File: config.mk
export PLATFORM = sky130hd
export DESIGN_NAME = pc_delay_sequencer
export DESIGN_NICKNAME = d
export VERILOG_FILES = /design/src/rtl/mips_pc_pkg.sv /design/src/rtl/pc_target_calc.sv /design/src/rtl/pc_delay_sequencer.sv
export SDC_FILE = /design/constraint.sdc
export NUM_CORES = 1
export LEC_CHECK = 0
export CORE_MARGIN = 2
export CORE_UTILIZATION = 33
export CTS_CLUSTER_SIZE = 10
export DETAILED_ROUTE_END_ITERATION = 16
export DONT_BUFFER_PORTS = 1
export PLACE_DENSITY = 0.54
export SETUP_SLACK_MARGIN = 0.2
export SYNTH_ARGS = -nofsm -noshare
export SYNTH_HDL_FRONTEND = slang
export SYNTH_SLANG_ARGS = --single-unit
export TNS_END_PERCENT = 10
File: constraint.sdc
create_clock -name clk -period 3.8 [get_ports clk]
set_input_delay 0.57 -clock clk [delete_from_list [all_inputs] [get_ports clk]]
set_output_delay 0.57 -clock clk [all_outputs]
set_load 0.01 [all_outputs]
File: src/rtl/mips_pc_pkg.sv
// Shared constants and FSM state type for the delay-slot PC sequencer.
package mips_pc_pkg;

  localparam logic [31:0] RESET_VECTOR_DEFAULT = 32'hBFC0_0000;
  localparam logic [31:0] HALT_ADDR_DEFAULT    = 32'h0000_0000;

  typedef enum logic [1:0] {
    NORMAL = 2'd0,
    DELAY  = 2'd1,
    HALTED = 2'd2
  } pc_state_e;

endpackage

File: src/rtl/pc_target_calc.sv
// Combinational transfer-target selection: jump_reg > jump_imm > branch_cond.
module pc_target_calc
  import mips_pc_pkg::*;
(
  input  logic [31:0] pc,
  input  logic        branch_cond,
  input  logic        jump_imm,
  input  logic        jump_reg,
  input  logic [15:0] branch_offset,
  input  logic [25:0] jump_index,
  input  logic [31:0] reg_target,
  output logic [31:0] pc_plus4,
  output logic        any_req,
  output logic        reg_misaligned,
  output logic [31:0] target
);

  logic [31:0] branch_target;
  logic [31:0] jump_target;

  assign pc_plus4      = pc + 32'd4;
  // Word offset sign-extended and scaled; the add wraps modulo 2^32.
  assign branch_target = pc_plus4 + {{14{branch_offset[15]}}, branch_offset, 2'b00};
  assign jump_target   = {pc_plus4[31:28], jump_index, 2'b00};

  assign any_req        = jump_reg | jump_imm | branch_cond;
  assign reg_misaligned = jump_reg & (reg_target[1:0] != 2'b00);

  always_comb begin
    target = branch_target;
    if (jump_reg) begin
      target = reg_target;
    end else if (jump_imm) begin
      target = jump_target;
    end
  end

endmodule

File: src/rtl/pc_delay_sequencer.sv
// MIPS-style PC sequencer with one architectural delay slot and a halt address.
module pc_delay_sequencer
  import mips_pc_pkg::*;
#(
  parameter logic [31:0] RESET_VECTOR = RESET_VECTOR_DEFAULT,
  parameter logic [31:0] HALT_ADDR    = HALT_ADDR_DEFAULT
) (
  input  logic        clk,
  input  logic        reset,
  input  logic        clk_enable,
  input  logic        branch_cond,
  input  logic        jump_imm,
  input  logic        jump_reg,
  input  logic [15:0] branch_offset,
  input  logic [25:0] jump_index,
  input  logic [31:0] reg_target,
  output logic [31:0] pc,
  output logic [31:0] pc_plus8,
  output logic        in_delay_slot,
  output logic        active,
  output logic        addr_fault,
  output pc_state_e   state_dbg
);

  pc_state_e   state_q, state_d;
  logic [31:0] pc_q, pc_d;
  logic [31:0] held_target_q, held_target_d;
  logic        addr_fault_q, addr_fault_d;

  logic [31:0] pc_plus4;
  logic        any_req;
  logic        reg_misaligned;
  logic [31:0] target;

  pc_target_calc u_target_calc (
    .pc            (pc_q),
    .branch_cond   (branch_cond),
    .jump_imm      (jump_imm),
    .jump_reg      (jump_reg),
    .branch_offset (branch_offset),
    .jump_index    (jump_index),
    .reg_target    (reg_target),
    .pc_plus4      (pc_plus4),
    .any_req       (any_req),
    .reg_misaligned(reg_misaligned),
    .target        (target)
  );

  always_ff @(posedge clk) begin
    if (reset) begin
      state_q       <= NORMAL;
      pc_q          <= RESET_VECTOR;
      held_target_q <= 32'd0;
      addr_fault_q  <= 1'b0;
    end else begin
      state_q       <= state_d;
      pc_q          <= pc_d;
      held_target_q <= held_target_d;
      addr_fault_q  <= addr_fault_d;
    end
  end

  // Requests are sampled only in NORMAL on an enabled cycle; anywhere else they are dropped.
  always_comb begin
    state_d       = state_q;
    pc_d          = pc_q;
    held_target_d = held_target_q;
    addr_fault_d  = addr_fault_q;
    if (clk_enable) begin
      case (state_q)
        NORMAL: begin
          pc_d = pc_plus4;
          if (any_req) begin
            held_target_d = target;
            state_d       = DELAY;
            if (reg_misaligned) begin
              addr_fault_d = 1'b1;
            end
          end
        end
        DELAY: begin
          pc_d    = held_target_q;
          state_d = (held_target_q == HALT_ADDR) ? HALTED : NORMAL;
        end
        HALTED: begin
          pc_d    = HALT_ADDR;
          state_d = HALTED;
        end
        default: begin
          state_d = NORMAL;
        end
      endcase
    end
  end

  assign pc            = pc_q;
  assign pc_plus8      = pc_q + 32'd8;
  assign in_delay_slot = (state_q == DELAY);
  assign active        = (state_q != HALTED);
  assign addr_fault    = addr_fault_q;
  assign state_dbg     = state_q;

endmodule

# ---- After elaboration in Yosys (flattened, before gate mapping)
# Index checks and enable logic that the tools add are counted.
dict set report word_totals {
  reg_bits 67
  input_bits 80
}
dict set report op_classes {
  addsub 3
  n_eq_ne 4
  n_mux 6
  bitwise 3
  reduce_logical 8
}
# op n
set ops {}
lappend ops {{$pmux 32 s3} 1}
lappend ops {{$mux 32} 2}
lappend ops {{$add 32x3->32 const B} 1}
lappend ops {{$add 32x32->32} 1}
lappend ops {{$add 32x4->32 const B} 1}
lappend ops {{$logic_not 32->1} 1}
lappend ops {{$pmux 2 s3} 1}
lappend ops {{$mux 2} 2}
lappend ops {{$ne 2x2->1 const B} 2}
lappend ops {{$reduce_and 2->1} 2}
lappend ops {{$reduce_and 4->1} 1}
lappend ops {{$reduce_and 3->1} 1}
lappend ops {{$reduce_bool 3->1} 1}
lappend ops {{$eq 2x1->1 const B} 1}
lappend ops {{$eq 2x2->1 const B} 1}
lappend ops {{$logic_not 2->1} 1}
lappend ops {{$or 1x1->1} 2}
lappend ops {{$reduce_bool 2->1} 1}
lappend ops {{$and 1x1->1} 1}

# ---- Logic depth before layout (Yosys ltp)
dict set report logic_depth {
  ltp_word 4
  mapped_depth 19
  mapped_depth_nobuf 17
}

# ---- Cells and area by module
# Synthesis repeated with hierarchy kept, for this count alone.
dict set report hier_totals {
  cells_unflattened 834
  hier_area_um2 6179.7
}
# mod n_inst cells_each area_each_um2 seq_area_each_um2
set by_module_without_submodules {}
lappend by_module_without_submodules {pc_delay_sequencer 1 431 3397.0 1341.3}
lappend by_module_without_submodules {pc_target_calc 1 403 2782.7 0.0}

# ---- Worst setup path before layout
# Ideal clock, no wire load.
dict set report synth_path {
  path_kind {reg-to-reg}
  start {register pc_q[3], in the netlist pc[3]}
  end {register held_target_q[31]}
  setup_time_ns 0.074
  arrival_ns 3.802
  slack_ns -0.076
  path_stages_with_launch 20
  path_buffers 2
  period_less_slack_ns 3.876
  cell_sequence {dfxtp_1 -> ha_1 -> and3_1 -> and3_1 -> and2_1 -> buf_2 -> nand3_2 -> nor2_1 -> xor2_1 -> ha_1 -> clkbuf_1 -> a21o_1 -> a21o_1 -> a21oi_1 -> nor2_1 -> a31oi_1 -> a21oi_1 -> a41o_1 -> or4_1 -> a31oi_1}
}
dict set report synth_between {
  elab_chain_len 4
}
# element line
set synth_lines {}
lappend synth_lines {{start, declared} pc_delay_sequencer.sv:26} ;# logic [31:0] pc_q, pc_d;
lappend synth_lines {{start signal, assigned} pc_delay_sequencer.sv:57} ;# pc_q <= pc_d;
lappend synth_lines {{$add 32x3->32 (*)} pc_target_calc.sv:21} ;# assign pc_plus4 = pc + 32'd4;
lappend synth_lines {{$add 32x32->32} pc_target_calc.sv:23} ;# assign branch_target = pc_plus4 + {{14{branch_offset[15]}}, branch_offset, 2'b00};
lappend synth_lines {{$mux 32 (*)} pc_target_calc.sv:33} ;# end else if (jump_imm) begin
lappend synth_lines {{$mux 32 (*)} pc_target_calc.sv:31} ;# if (jump_reg) begin
lappend synth_lines {{end signal, assigned} pc_delay_sequencer.sv:58} ;# held_target_q <= held_target_d;
lappend synth_lines {{end, declared} pc_delay_sequencer.sv:27} ;# logic [31:0] held_target_q, held_target_d;
# Mark *: on every way between the ends. The rest lies on a longest branch, timed or not.
# A chain may end at the register's enable or synchronous reset.

# ---- Worst setup path after layout
# Same ends and word-level chain as after synthesis.

==> run_results.csv <==
group,metric,value,unit
detailed_routing,first_pass_iters,5,
synthesis,synthTopCellsByCount,"nand2_1, nor2_1, a21oi_1",
placed_design,dpl_worst_slack,-0.157,ns
global_route,grt_pass1_vias,6017,
pwr,p_sw,0.000810,W
setup_path,path_class,"flop to flop",
setup_path,rr_endpoint,"held_target_q[31]$_SDFFE_PP0P_",
pwr,totalPowerFinal,0.00240,W
synthesis,yosys.area_share.simple,0.253,
pwr,powerDensity,316,mW/mm²
synthesis,synth_compound_area_frac,0.268,
synthesis,synth.net_count,983,
sta,final_hold_viol_count,0,
clocking,cts_tree,"yes",
detailed_routing,antenna_left,0,
sta,fin_skew,0.00757,ns
sta,max_freq,0.270,GHz
sta,tightest_slew,0.971,ns
setup_path,r2r_cells,17,
clocking,htreeDepth,3,
synthesis,syn_avg_cell_area,7.33,µm²
floorplan,fp.dieW,142,µm
placed_design,globalplace.congestion,0.954,
setup_path,r2r_setup_slack,0.10,ns
setup_path,critical_path.startpoint,"pc[3]$_SDFFE_PP0P_",
layout,fin_nets,1012,
floorplan,die_area,0.0202,mm²
clocking,cts.sinks,67,
sta,finalCritPeriodShare,0.973,
sta,whs,0.296,ns
global_route,grt_overflow,0,
pwr,peakVddDrop,163,µV
pwr,p_clk_frac,0.366,
clocking,cts_root_buf,"clkbuf_16",
setup_path,cp_max_fo,7,
detailed_routing,wl_per_cell,19.9,µm
min_path,min_from,"reset",
synthesis,synth_top_cell_area_share,0.213,
floorplan,die_h,142,µm
synthesis,synth_cells,861,
detailed_routing,totalWireLength,22400,µm
synthesis,synth_cell_types,69,
setup_path,crit_path_top_delay_cell,"or4_1",
setup_path,endpoint_kind,"flop",
pwr,internal_power,0.00159,W
synthesis,synthAdderAreaFrac,0.0845,
clocking,insertion_delay,0.34,ns
synthesis,yosysWarnings,0,
sta,fin_ws,0.102,ns
pwr,swShare,0.337,
min_path,min_path_type,"input pin to flop",
setup_path,path_cells,"ha_4, and3_4, and3_4, and2_4, nand3_4, buf_4, xnor2_1, ha_1, a21o_1, a21o_1, a21oi_2, o22ai_2, o211ai_1, a21oi_1, a41o_1, or4_1, a31oi_1",
setup_path,critPathLaunchType,"flop",
placed_design,dp_hpwl,17400,µm
pwr,power_frac_seq,0.343,
placed_design,io_buffers,0,
clocking,cts_buffers,9,
layout,area_growth,20.5,%
outcome,status,"completed",
setup_path,cp_slowest_stage_delay,0.46,ns
sta,slew_headroom,0.353,
detailed_routing,drt-initial-drc-count,561,
pwr,power_frac_comb,0.292,
min_path,hold-path-cell-count,1,
synthesis,synth_ff_type,"dfxtp_1",
synthesis,netlist_top_cells_area,"dfxtp_1, ha_1, xnor2_1",
floorplan,std_cell_rows,50,
setup_path,r2r_start,"pc[3]$_SDFFE_PP0P_",
sta,finalCriticalPeriod,3.70,ns
pwr,p_leak,3.13,nW
detailed_routing,drc,0,
setup_path,crit_arrival,3.97,ns
floorplan,core-area,0.0187,mm²
global_route,grt_first_pass_wirelength,34500,µm
detailed_routing,vias,6382,
run,maxCapViolations,0,
sta,finalSetupViolCount,0,
floorplan,start_util,0.337,
detailed_routing,viasPerCell,5.65,
synthesis,yosysMostFrequentCell,"nand2_1",
setup_path,crit_required,4.07,ns
synthesis,synth-seq-cells,67,
synthesis,synth-xor-area-share,0.103,
sta,rsz0062_at_grt,"true",
layout,drive_above_1_share,0.199,
layout,utilization,0.406,
synthesis,synth_edf_count,0,
synthesis,synth_area,0.00631,mm²
global_route,grt_max_degree,69,
global_route,grtUsageTotal,0.219,
layout,diodes,0,
synthesis,synth.largest_area_cell,"dfxtp_1",
synthesis,synth_top_family_by_area,"compound AO/OA/AOI/OAI gates",
synthesis,ys_seq_area_frac,0.213,
clocking,cts.clk_slew.worst_paths,0.06,ns
min_path,whs_endpoint,"pc[0]$_SDFFE_PP0P_",
clocking,holdBufCountCts,0,
sta,final_max_slew_viol_count,0,
floorplan,ios,149,
global_route,antenna_found_initial,0,
synthesis,asyncSetResetFlopFracSynth,0,
clocking,cts_max_path_buffers,2,
synthesis,muxShareOfSynthArea,0.0119,
how the worst max path moves through the flow:
stage,to,cells past startpoint
3_5_place_dp,held_target_q[31]$_SDFFE_PP0P_,18
2_1_floorplan,held_target_q[31]$_SDFFE_PP0P_,17
4_1_cts,held_target_q[31]$_SDFFE_PP0P_,17
6_report,held_target_q[31]$_SDFFE_PP0P_,17
3_3_place_gp,held_target_q[31]$_SDFFE_PP0P_,18
5_1_grt,held_target_q[31]$_SDFFE_PP0P_,17
metal layers:
layer,up-vias,global-route usage,part of all wire
li1,3176,-,-
met1,2970,0.329,0.49
met2,216,0.315,0.42
met3,20,0.0414,0.072
met4,0,0.0632,0.020
met5,-,0,0
sequential cells by signal, indices dropped and copies added, names as in the netlist:
signal,flops
state_dbg,2
held_target_q,32
addr_fault,1
pc,32
power by group through the flow:
stage,sequential [W],combinational (W),clock (W)
after floorplan,0.000812,0.000497,0
after global placement,0.000832,0.000659,0
after detailed placement,0.000834,0.000662,0
after CTS,0.000820,0.000684,0.000896
after global routing,0.000830,0.000773,0.000932
final,0.000824,0.000701,0.000879
metrics by stage:
step,TNS [ns],std cells,area [µm²]
global placement,-0.149,1108,6960
floorplan,0,861,6340
global route,-0.0650,1129,7600
finish,0,1129,7600
CTS,0,1128,7490
detailed placement,-0.158,1108,6960
what timing repair did:
item                       4_1_cts  5_1_grt
setup buffers                    4        1
pin swaps                       11       13
gates resized for setup         32       26
setup endpoints to repair       10       15
area by class of cell:
class / count / area (µm²)
inverter: 25 / 93.8
multi-input combinational: 695 / 4850
sequential: 67 / 1350
clock buffer: 11 / 253
timing repair buffer: 92 / 698
clock inverter: 5 / 60.1
fill: 1909 / 11100
tap: 234 / 293
cell usage in the layout, fill, tap and decap left out, types with 4 or more instances in the layout:
| cell | count |
|---|---|
| and3_1 | 24 |
| mux2i_1 | 6 |
| a21oi_2 | 7 |
| o21bai_1 | 9 |
| o211a_1 | 4 |
| dfxtp_1 | 60 |
| nand3_1 | 32 |
| o211ai_1 | 29 |
| and4_1 | 4 |
| xnor2_2 | 6 |
| xor2_1 | 25 |
| nor2_2 | 4 |
| nand2b_1 | 4 |
| xor2_2 | 5 |
| inv_1 | 23 |
| buf_4 | 90 |
| ha_4 | 4 |
| nor4_1 | 9 |
| o21ai_0 | 30 |
| o21a_1 | 7 |
| a221oi_1 | 4 |
| dfxtp_2 | 6 |
| clkbuf_16 | 9 |
| o31ai_1 | 4 |
| nand2_1 | 92 |
| a21o_1 | 19 |
| a311oi_1 | 10 |
| ha_1 | 34 |
| a31oi_1 | 11 |
| nor2_1 | 76 |
| and3_4 | 4 |
| nor3_1 | 23 |
| a211oi_1 | 18 |
| nand4_1 | 18 |
| xnor2_1 | 37 |
| a21oi_1 | 67 |
cells by family (layout without fill, tap and decap cells):
logic type	count (synthesis)	after routing
AO/OA/AOI/OAI	250	250
XOR/XNOR	74	74
adder cells (fa/ha/maj)	42	42
flip-flops	67	67
AND/OR/NAND/NOR	322	322
buffers and inverters	99	133
multiplexers	7	7
critical path, delay by kind of cell, from the launching register on:
kind,cells,cell delay [ns]
buffers and inverters,1,0.17
xor gates and xnor gates,1,0.13
DFF,1,0.37
adders and majority gates,2,0.45
and+or+nand+nor,5,1.14
AOI/OAI and AO/OA,8,1.36
(Power assumes the default switching activity.)
